**config.mk**
```make
export PLATFORM = sky130hd
export DESIGN_NAME = dcache_ctrl
export DESIGN_NICKNAME = d
export VERILOG_FILES = /design/src/rtl/dcache_ctrl.sv
export SDC_FILE = /design/constraint.sdc
export NUM_CORES = 1
export LEC_CHECK = 0
export CORE_ASPECT_RATIO = 0.6
export CORE_MARGIN = 5
export CORE_UTILIZATION = 45
export DETAILED_ROUTE_END_ITERATION = 12
export HOLD_SLACK_MARGIN = 0.15
export SETUP_SLACK_MARGIN = 0.2
export SKIP_CTS_REPAIR_TIMING = 1
export SLEW_MARGIN = 30
export SYNTH_ARGS = -nofsm -noshare
export SYNTH_HDL_FRONTEND = slang
export SYNTH_SLANG_ARGS = --single-unit
export TNS_END_PERCENT = 50
```
**constraint.sdc**
```tcl
create_clock -name clk -period 11.5 [get_ports clk]
set_clock_uncertainty 0.05 [all_clocks]
set_input_delay 2.3 -clock clk [delete_from_list [all_inputs] [get_ports clk]]
set_output_delay 2.3 -clock clk [all_outputs]
set_load 0.02 [all_outputs]
```
**src/rtl/dcache_ctrl.sv**
```systemverilog
// Direct-mapped, write-back, write-allocate data cache controller.
// One word per line; drives the backing memory pins directly and keeps
// saturating hit/miss counters.
module dcache_ctrl #(
  parameter int BLOCK_SIZE = 10,
  parameter int DATA_SIZE  = 32,
  parameter int INDEX_SIZE = 5,
  parameter int TAG_SIZE   = BLOCK_SIZE - INDEX_SIZE,
  parameter int CACHE_ROWS = 2**INDEX_SIZE,
  parameter int CNT_W      = 16
) (
  input  logic                  clk,
  input  logic                  rst,
  input  logic                  cpu_req,
  input  logic                  cpu_we,
  input  logic [BLOCK_SIZE-1:0] cpu_addr,
  input  logic [DATA_SIZE-1:0]  cpu_wdata,
  output logic                  cpu_ready,
  output logic                  cpu_done,
  output logic [DATA_SIZE-1:0]  cpu_rdata,
  output logic [BLOCK_SIZE-1:0] mem_rdAddr,
  output logic                  mem_rdEn,
  input  logic [DATA_SIZE-1:0]  mem_data,
  output logic [BLOCK_SIZE-1:0] mem_wrAddr,
  output logic [DATA_SIZE-1:0]  mem_wrData,
  output logic                  mem_wrEn,
  output logic [CNT_W-1:0]      hit_count,
  output logic [CNT_W-1:0]      miss_count
);

  typedef enum logic [1:0] {IDLE, COMPARE, WRITEBACK, ALLOCATE} state_t;

  state_t state, state_nxt;

  logic [CACHE_ROWS-1:0] valid_q;
  logic [CACHE_ROWS-1:0] dirty_q;
  logic [TAG_SIZE-1:0]   tag_mem  [CACHE_ROWS];
  logic [DATA_SIZE-1:0]  line_mem [CACHE_ROWS];

  logic [BLOCK_SIZE-1:0] addr_q;
  logic                  we_q;
  logic [DATA_SIZE-1:0]  wdata_q;
  logic                  refill_q;
  logic [DATA_SIZE-1:0]  rdata_q;

  logic [INDEX_SIZE-1:0] idx;
  logic [TAG_SIZE-1:0]   addr_tag;
  logic                  hit;
  logic                  accept;

  // Saturating increment: the counter sticks at all-ones.
  function automatic logic [CNT_W-1:0] sat_inc(input logic [CNT_W-1:0] c);
    return (&c) ? c : c + CNT_W'(1);
  endfunction

  assign idx      = addr_q[INDEX_SIZE-1:0];
  assign addr_tag = addr_q[BLOCK_SIZE-1:INDEX_SIZE];
  assign hit      = valid_q[idx] && (tag_mem[idx] == addr_tag);
  assign accept   = cpu_req && (state == IDLE);

  // Load data is forwarded from the line during the done cycle, then held.
  assign cpu_rdata = (cpu_done && !we_q) ? line_mem[idx] : rdata_q;

  // State register; reset aborts any transaction in flight.
  always_ff @(posedge clk or negedge rst) begin
    if (!rst) state <= IDLE;
    else      state <= state_nxt;
  end

  // Next-state logic and state-decoded CPU/memory handshake outputs.
  always_comb begin
    state_nxt  = state;
    cpu_ready  = 1'b0;
    cpu_done   = 1'b0;
    mem_rdEn   = 1'b0;
    mem_rdAddr = '0;
    mem_wrEn   = 1'b0;
    mem_wrAddr = '0;
    mem_wrData = '0;
    case (state)
      IDLE: begin
        cpu_ready = 1'b1;
        if (cpu_req) state_nxt = COMPARE;
      end
      COMPARE: begin
        if (hit) begin
          cpu_done  = 1'b1;
          state_nxt = IDLE;
        end else if (valid_q[idx] && dirty_q[idx]) begin
          state_nxt = WRITEBACK;
        end else begin
          state_nxt = ALLOCATE;
        end
      end
      WRITEBACK: begin
        mem_wrEn   = 1'b1;
        mem_wrAddr = {tag_mem[idx], idx};
        mem_wrData = line_mem[idx];
        state_nxt  = ALLOCATE;
      end
      ALLOCATE: begin
        mem_rdEn   = 1'b1;
        mem_rdAddr = addr_q;
        state_nxt  = COMPARE;
      end
      default: state_nxt = IDLE;
    endcase
  end

  // Line status bits, refill flag, held load data and performance counters.
  always_ff @(posedge clk or negedge rst) begin
    if (!rst) begin
      valid_q    <= '0;
      dirty_q    <= '0;
      refill_q   <= 1'b0;
      rdata_q    <= '0;
      hit_count  <= '0;
      miss_count <= '0;
    end else begin
      if (accept) refill_q <= 1'b0;
      if (state == COMPARE) begin
        if (!refill_q) begin
          if (hit) hit_count  <= sat_inc(hit_count);
          else     miss_count <= sat_inc(miss_count);
        end
        if (hit) begin
          if (we_q) dirty_q[idx] <= 1'b1;
          else      rdata_q      <= line_mem[idx];
        end
      end
      if (state == ALLOCATE) begin
        valid_q[idx] <= 1'b1;
        dirty_q[idx] <= 1'b0;
        refill_q     <= 1'b1;
      end
    end
  end

  // Request latch and line/tag storage (data only, no reset needed).
  always_ff @(posedge clk) begin
    if (accept) begin
      addr_q  <= cpu_addr;
      we_q    <= cpu_we;
      wdata_q <= cpu_wdata;
    end
    if ((state == COMPARE) && hit && we_q) line_mem[idx] <= wdata_q;
    if (state == ALLOCATE) begin
      line_mem[idx] <= mem_data;
      tag_mem[idx]  <= addr_tag;
    end
  end

endmodule

```
-- Yosys cells after proc, flatten, opt, wreduce, memory -nomap -nowiden
Memories as Yosys holds them, arrays and structs flattened. A register that Yosys moved wholly into a read port is not among the register bits.
Cells that the tools add are included.
- bitwise logic cells: 10
- reductions and logical operators: 15
- magnitude comparators: 2
- equal/unequal tests: 5
- add/subtract/negate cells: 2
- multiplexer cells: 31
- operators by type and width (kind ; count):
    32-bit 2-to-1 mux ; 7
    32-bit OR ; 2
    16-bit by 1-bit adder with 16-bit output, second input constant ; 2
    32-bit bitwise AND ; 1
    32-bit inverter ; 1
    16-bit AND reduction ; 2
    10-bit 2-to-1 mux ; 2
    1-bit 2-to-1 mux ; 14
    1-bit binary-select mux with 5-bit select ; 2
    5-bit 2-to-1 mux ; 2
    2-bit case mux with 4 select lines ; 1
    4-bit AND reduction ; 2
    1-bit logical AND ; 7
    5-bit by 6-bit < comparator with 1-bit output, second input constant ; 1
    1-bit demux with 5-bit select ; 1
    5-bit equality test ; 1
    5-bit by 1-bit >= comparator with 1-bit output, second input constant ; 1
    1-bit inverter ; 5
    2-bit equality test, second input constant ; 2
    2-bit 2-to-1 mux ; 2
    3-bit AND reduction ; 1
    2-bit by 1-bit equality test with 1-bit output, second input constant ; 1
    2-bit zero test ; 1
    2-bit inequality test, second input constant ; 1
    3 further kinds ; 3
- memories kept: 2
- RAM bits: 1184
- logic and storage cells: 77
- register bits after elaboration: 174
- input bits: 78
- output and inout port bits: 120
- memories (name ; words ; width ; read ports ; clocked after Yosys merged registers in ; wr ports ; line ; text):
    line_mem ; 32 ; 32 ; 1 ; 1 ; 1 ; 38 ; logic [DATA_SIZE-1:0] line_mem [CACHE_ROWS];
    tag_mem ; 32 ; 5 ; 1 ; 1 ; 1 ; 37 ; logic [TAG_SIZE-1:0] tag_mem [CACHE_ROWS];

-- Longest topological paths before layout
Gate-level depths: netlist (run 1).
- depth in word-level cells: 10
- mapped depth: 15
- gate-level depth less buffers: 9

-- Worst setup path after synthesis (run 1)
OpenSTA, ideal clock, no wires.
- path type: flip-flop to output port
- from: register (tool-made name)
- to: output cpu_rdata[0]
- path buffers: 5
- data required time: 9.150 ns
- data arrival time: 3.294 ns
- path slack: 5.856 ns
- cell stages (with the launch flop): 14
- cell sequence: dfxtp_1 buf_4 buf_2 mux2i_1 a22oi_1 a21oi_1 nor4_1 xor2_1 or3_1 buf_2 or4b_1 buf_2 clkbuf_1 o21ai_0
- RTL lines (element ; line ; text):
    end: declaration ; 20 ; output logic [DATA_SIZE-1:0] cpu_rdata,

==> results.yml, run 1 <==
pwr:
  p_comb_share_pct: 0.9
  p_leak_nw: 20.08
  p_sw_share_pct: 19.42
  p_int_mw: 7.820
  p_sw_mw: 1.885
  ir_drop_v: 0.0001089
  seqPwrFrac_pct: 55.5
  power_mw: 9.705
  power_density_mw_per_mm2: 157.5
  pwr-share-clk_pct: 43.6
clock_network:
  clock_sinks: 1363
  cts_tree: "done"
  h-tree-depth: 4
  path_clk_slew_ns: 0.07
  cts_buffer_depth: 3
  ctsRootBufferMaster: "clkbuf_16"
  clk_latency_ns: 0.73
  cts_buffers: 130
die:
  start_util_pct: 45.44
  num_io_pins: 198
  die_area_sq_mm: 0.1255
  rows: 97
  die_h_microns: 276.4
  fp.dieW_microns: 454.0
  fp.coreArea_sq_mm: 0.1171
global_routing:
  grt_max_degree: 144
  first_global_vias: 27210
  global_route.overflow_total: 0
  track_usage_pct: 21.36
  antenna_found_initial: 1
  grt_first_pass_wirelength_microns: 193100
routing:
  routedWlPerCell_microns: 29.77
  routed_wl_microns: 133500
  num_vias: 26450
  final_antenna_net_count: 0
  first_pass_iters: 6
  dr.first_iter.drc_count: 2834
  vias_per_cell: 5.899
  drt_drc_violations_left: 0
setup_path:
  start_kind: "flip-flop"
  crit_chain: "buf_12, mux2i_1, a22oi_1, a21oi_1, nor4_1, xnor2_1, nand3_1, or4b_4, buf_4, o21ai_1, clkdlybuf4s50_1"
  required_ns: 9.15
  crit_path_end_kind: "output pin"
  cp_slowest_stage_delay_ns: 0.93
  critPathKind: "reg2out"
  arrival_ns: 6.43
  slowest_stage: "dfxtp_4"
  crit_path_max_fanout: 143
yosys:
  syn_area_sq_mm: 0.05322
  async_reset_ff_share_pct: 9.611
  yosysSeqAreaShare_pct: 75.57
  syn-instance-count: 2549
  synth-seq-cells: 1363
  synth_edf_count: 1227
  avgSynthCellArea_sq_um: 20.88
  syn_nets: 2633
  synth_warnings: 0
  synth_cell_types: 46
  synth_ff_type: "edfxtp_1"
run_status:
  status: "finished, final reports clean"
timing:
  setup_viol: 0
  rsz0062_at_grt: "no"
  hold_viol: 0
  max_freq_mhz: 113.9
  fin_crit_ns: 8.781
  fin_crit_sh_pct: 76.36
  worstMarginPinSlew_ns: 1.071
  slew_viol_final: 0
  slew-limit-headroom_pct: 28.63
  tns_ns: 0
placed_design:
  gp_congestion: 0.8143
  hpwl_microns: 70770
  port_buffers: 197
hold_path:
  min_path_type: "reg2reg"
job:
  max-cap-violations: 0
finish:
  final_cell_mix: "1,227 x edfxtp_1, 338 x mux4_2, 196 x clkdlybuf4s50_1, 135 x clkbuf_16, 131 x dfrtp_1"
  nNetsFinal: 2882
  area_growth_pct: 15.81
  drive_gt1_share_pct: 24.65
  final_common_cell: "edfxtp_1"
  nFillCells: 8953
registers in the layout (all words and copies together), names as in the netlist, named ones only:
register    cells
line_mem     1024
refill_q        1
tag_mem       160
valid_q        32
rdata_q        32
we_q            1
miss_count     16
state           2
dirty_q        32
hit_count      16
addr_q         10
wdata_q        32
worst paths after layout:
path | slack, ns | cells after the start | end | from
worst max-delay path | 2.72 | 11 | cpu_rdata[28] | flip-flop
worst min-delay path | 0.42 | 1 | valid_q[18] | valid_q[18]
worst max register to register | 5.48 | 11 | line_mem[20][30] | flip-flop
worst min register to register | 0.42 | 1 | valid_q[18] | valid_q[18]
max in group asynchronous | 8.63 | 2 | valid_q[27] | rst
min in group asynchronous | 1.62 | 1 | rdata_q[5] | rst
kinds of logic after synthesis:
family                   count (synthesis)  share of synthesized area [%]
multiplexers                           486                          17.18
flip-flops                            1363                          75.57
AND/OR/NAND/NOR                        296                          2.915
buffers and inverters                  156                          1.253
AO/OA/AOI/OAI                          207                          2.363
XOR/XNOR                                35                         0.5760
adder cells (fa/ha/maj)                  6                         0.1410
power by group through the flow:
stage	clock network (mW)	logic [mW]	registers [mW]
detailed placement	0	0.0923	5.49
CTS	4.31	0.0926	5.38
floorplan	0	0.0320	5.49
global route	4.53	0.101	5.38
finish	4.23	0.0896	5.38
global placement	0	0.0846	5.49
worst max-delay path, delay by kind of cell, from the launching register on:
kind	cells	cell delay (ns)
buf+inv	3	1.76
flops	1	0.93
compound gates	3	0.65
mux	1	0.19
xor+xnor	1	0.18
simple gates	3	1.70
synth_stat cells (24+ instances only):
master | number | area [sq um]
o21ai_0 | 39 | 195.2
or2_2 | 34 | 212.7
dfrtp_1 | 131 | 3278
o31ai_1 | 33 | 247.7
mux4_2 | 338 | 7612
nor2_1 | 76 | 285.3
edfxtp_1 | 1227 | 36850
a21oi_1 | 24 | 120.1
a22oi_1 | 44 | 330.3
mux2_2 | 39 | 439.2
mux2i_1 | 109 | 1091
nand2_1 | 49 | 183.9
buf_1 | 30 | 112.6
nor2b_1 | 37 | 231.5
and2_1 | 25 | 156.4
o21ai_1 | 59 | 295.3
clkbuf_1 | 92 | 345.3
per-stage QoR:
| step | setup slack, ns | util, % | hold WS, ns | std cells | cell area [sq um] |
|---|---|---|---|---|---|
| floorplan | 5.856 | - | 0.3837 | 2549 | 53220 |
| global placement | 3.736 | 48.93 | 0.3968 | 4243 | 57310 |
| detailed placement | 3.514 | 49.00 | 0.4009 | 4246 | 57390 |
| CTS | 2.686 | 52.54 | 0.4173 | 4477 | 61530 |
| global route | 2.360 | 52.62 | 0.4339 | 4481 | 61630 |
| finish | 2.719 | 52.63 | 0.4168 | 4483 | 61640 |
metal layers:
metal  global-route usage, %  part of all wire (%)  vias to the layer above
li1                        -                     -                    10990
met1                   31.65                    44                    14230
met2                   32.19                    46                     1071
met3                   5.262                   8.7                      155
met4                   5.224                   1.7                        0
met5                       0                     0                        -
area by class of cell:
class,instances,area (sq um),area share (%)
sequential,1363,40240,65.29
multi-input combinational,1030,12620,20.48
clock buffer,167,3548,5.757
timing repair buffer,265,2606,4.228
tap,1584,1982,3.215
clock inverter,64,600.6,0.9744
inverter,8,31.28,0.05075
antenna,2,5.005,0.008120
Power figures use the tool's default switching activity.
==> inputs of run 2 (changes only) <==
==> constraint.sdc (replaced) <==
create_clock -name clk -period 8.74 [get_ports clk]
set_clock_uncertainty 0.05 [all_clocks]
set_input_delay 1.748 -clock clk [delete_from_list [all_inputs] [get_ports clk]]
set_output_delay 1.748 -clock clk [all_outputs]
set_load 0.02 [all_outputs]
==> run 2 against run 1 <==
Compared with the run above: register-to-register slack got worse by 2.6 ns; cell area increased by 0.46%; setup slack got worse by 1.3 ns; global-route usage increased by 0.31 points; clock-buffer cell count unchanged; wire length increased by 1.5%; final cell count increased by 0.36%; largest cell class unchanged.
==> results.yml, run 2 (synthesis gave the netlist of run 1 again) <==
finish:
  drive_gt1_share_pct: 25.14
  largest_register: "line_mem"
  final_cell_mix: "1,227 x edfxtp_1, 338 x mux4_2, 196 x clkdlybuf4s50_1, 135 x clkbuf_16, 131 x dfrtp_1"
  final_common_cell: "edfxtp_1"
  nNetsFinal: 2900
  reg_top3: "line_mem (1024), tag_mem (160)"
  area_growth_pct: 16.34
  largest_reg_flops: 1024
placed_design:
  gp_congestion: 0.8413
  hpwl_microns: 79170
  port_buffers: 197
  dp_worst_setup_slack_ns: 2.114
setup_path:
  slowest_stage: "dfxtp_4"
  cp_slowest_stage_delay_ns: 0.99
  required_ns: 6.94
  start_kind: "flip-flop"
  crit_chain: "buf_4, buf_4, mux4_2, mux4_2, mux2i_1, o21ai_1, clkdlybuf4s50_1"
  critPathKind: "reg2out"
  crit_path_end_kind: "output pin"
  r2r_cells: 11
  crit_path_max_fanout: 56
  arrival_ns: 5.55
die:
  fp.coreArea_sq_mm: 0.1171
  fp.dieW_microns: 454.0
  num_io_pins: 198
  die_h_microns: 276.4
  start_util_pct: 45.44
  die_area_sq_mm: 0.1255
  rows: 97
timing:
  tns_ns: 0
  setup_slack_ns: 1.387
  rsz0062_at_grt: "no"
  fin_crit_sh_pct: 84.13
  slew-limit-headroom_pct: 31.93
  hold_viol: 0
  max_freq_mhz: 136.0
  fin_crit_ns: 7.353
  worstMarginPinSlew_ns: 1.021
  setup_viol: 0
  slew_viol_final: 0
clock_network:
  path_clk_slew_ns: 0.07
  h-tree-depth: 4
  clock_sinks: 1363
  cts_tree: "done"
  cts_buffers: 130
  clk_latency_ns: 0.73
  cts_buffer_depth: 3
  ctsRootBufferMaster: "clkbuf_16"
pwr:
  p_leak_nw: 20.20
  p_sw_mw: 2.474
  p_int_mw: 10.26
  seqPwrFrac_pct: 55.6
  power_density_mw_per_mm2: 205.6
  ir_drop_v: 0.0001660
  p_sw_share_pct: 19.43
  p_comb_share_pct: 0.9
  pwr-share-clk_pct: 43.4
routing:
  num_vias: 26810
  routedWlPerCell_microns: 30.11
  final_antenna_net_count: 0
  first_pass_iters: 6
  dr.first_iter.drc_count: 3006
  drt_drc_violations_left: 0
  routed_wl_microns: 135500
  vias_per_cell: 5.959
hold_path:
  hold_depth: 1
  min_path_type: "reg2reg"
global_routing:
  grt_max_degree: 91
  grt_first_pass_wirelength_microns: 195600
  track_usage_pct: 21.67
  antenna_found_initial: 3
  global_route.overflow_total: 0
  first_global_vias: 27070
run_status:
  status: "finished, final reports clean"
job:
  max-cap-violations: 0
[run 2: through the flow]
stage               power, mW  utilization (%)  instances  hold slack, ns  area (sq um)
finish                  12.73            52.87       4499          0.4139         61920
floorplan               7.266                -       2549          0.3837         53220
global route            13.14            52.87       4497          0.4315         61920
global placement        7.334            48.96       4249          0.3963         57340
CTS                     12.85            52.82       4494          0.4169         61860
detailed placement      7.345            49.31       4266          0.3979         57750
[run 2: metal layers]
layer | track usage (%) | wire [microns] | vias to the layer above
li1 | - | - | 11040
met3 | 6.435 | 13860 | 156
met2 | 30.97 | 59810 | 1249
met1 | 32.90 | 59280 | 14370
met4 | 5.347 | 2538 | 0
met5 | 0 | 0 | -
[run 2: final timing paths]
check | startpoint | to | slack, ns
min reg2reg | valid_q[28] | valid_q[28] | 0.41
max reg2reg | flip-flop | line_mem[2][29] | 2.88
min in group asynchronous | rst | hit_count[10] | 1.08
max in group asynchronous | rst | miss_count[5] | 6.35
max | flip-flop | cpu_rdata[18] | 1.39
min | valid_q[28] | valid_q[28] | 0.41
[run 2: critical path: cells and delay by family, from the launching register on]
kind | cells | cell delay, ns
multiplexers | 3 | 1.49
AO/OA/AOI/OAI | 1 | 0.16
buffers and inverters | 3 | 2.02
flip-flops | 1 | 0.99
[run 2: power by group through the flow]
stage | Clock [mW] | Combinational (mW) | Sequential, mW
2_1_floorplan | 0 | 0.0421 | 7.22
3_3_place_gp | 0 | 0.111 | 7.22
3_5_place_dp | 0 | 0.122 | 7.22
4_1_cts | 5.64 | 0.122 | 7.08
5_1_grt | 5.93 | 0.132 | 7.08
6_report | 5.53 | 0.118 | 7.08
[run 2: area by class of cell]
class	instances	area, sq um
timing repair buffer	283	2922
fill	8962	55200
antenna	3	7.507
clock inverter	61	569.3
tap	1584	1982
clock buffer	167	3548
multi-input combinational	1030	12620
inverter	8	31.28
sequential	1363	40240
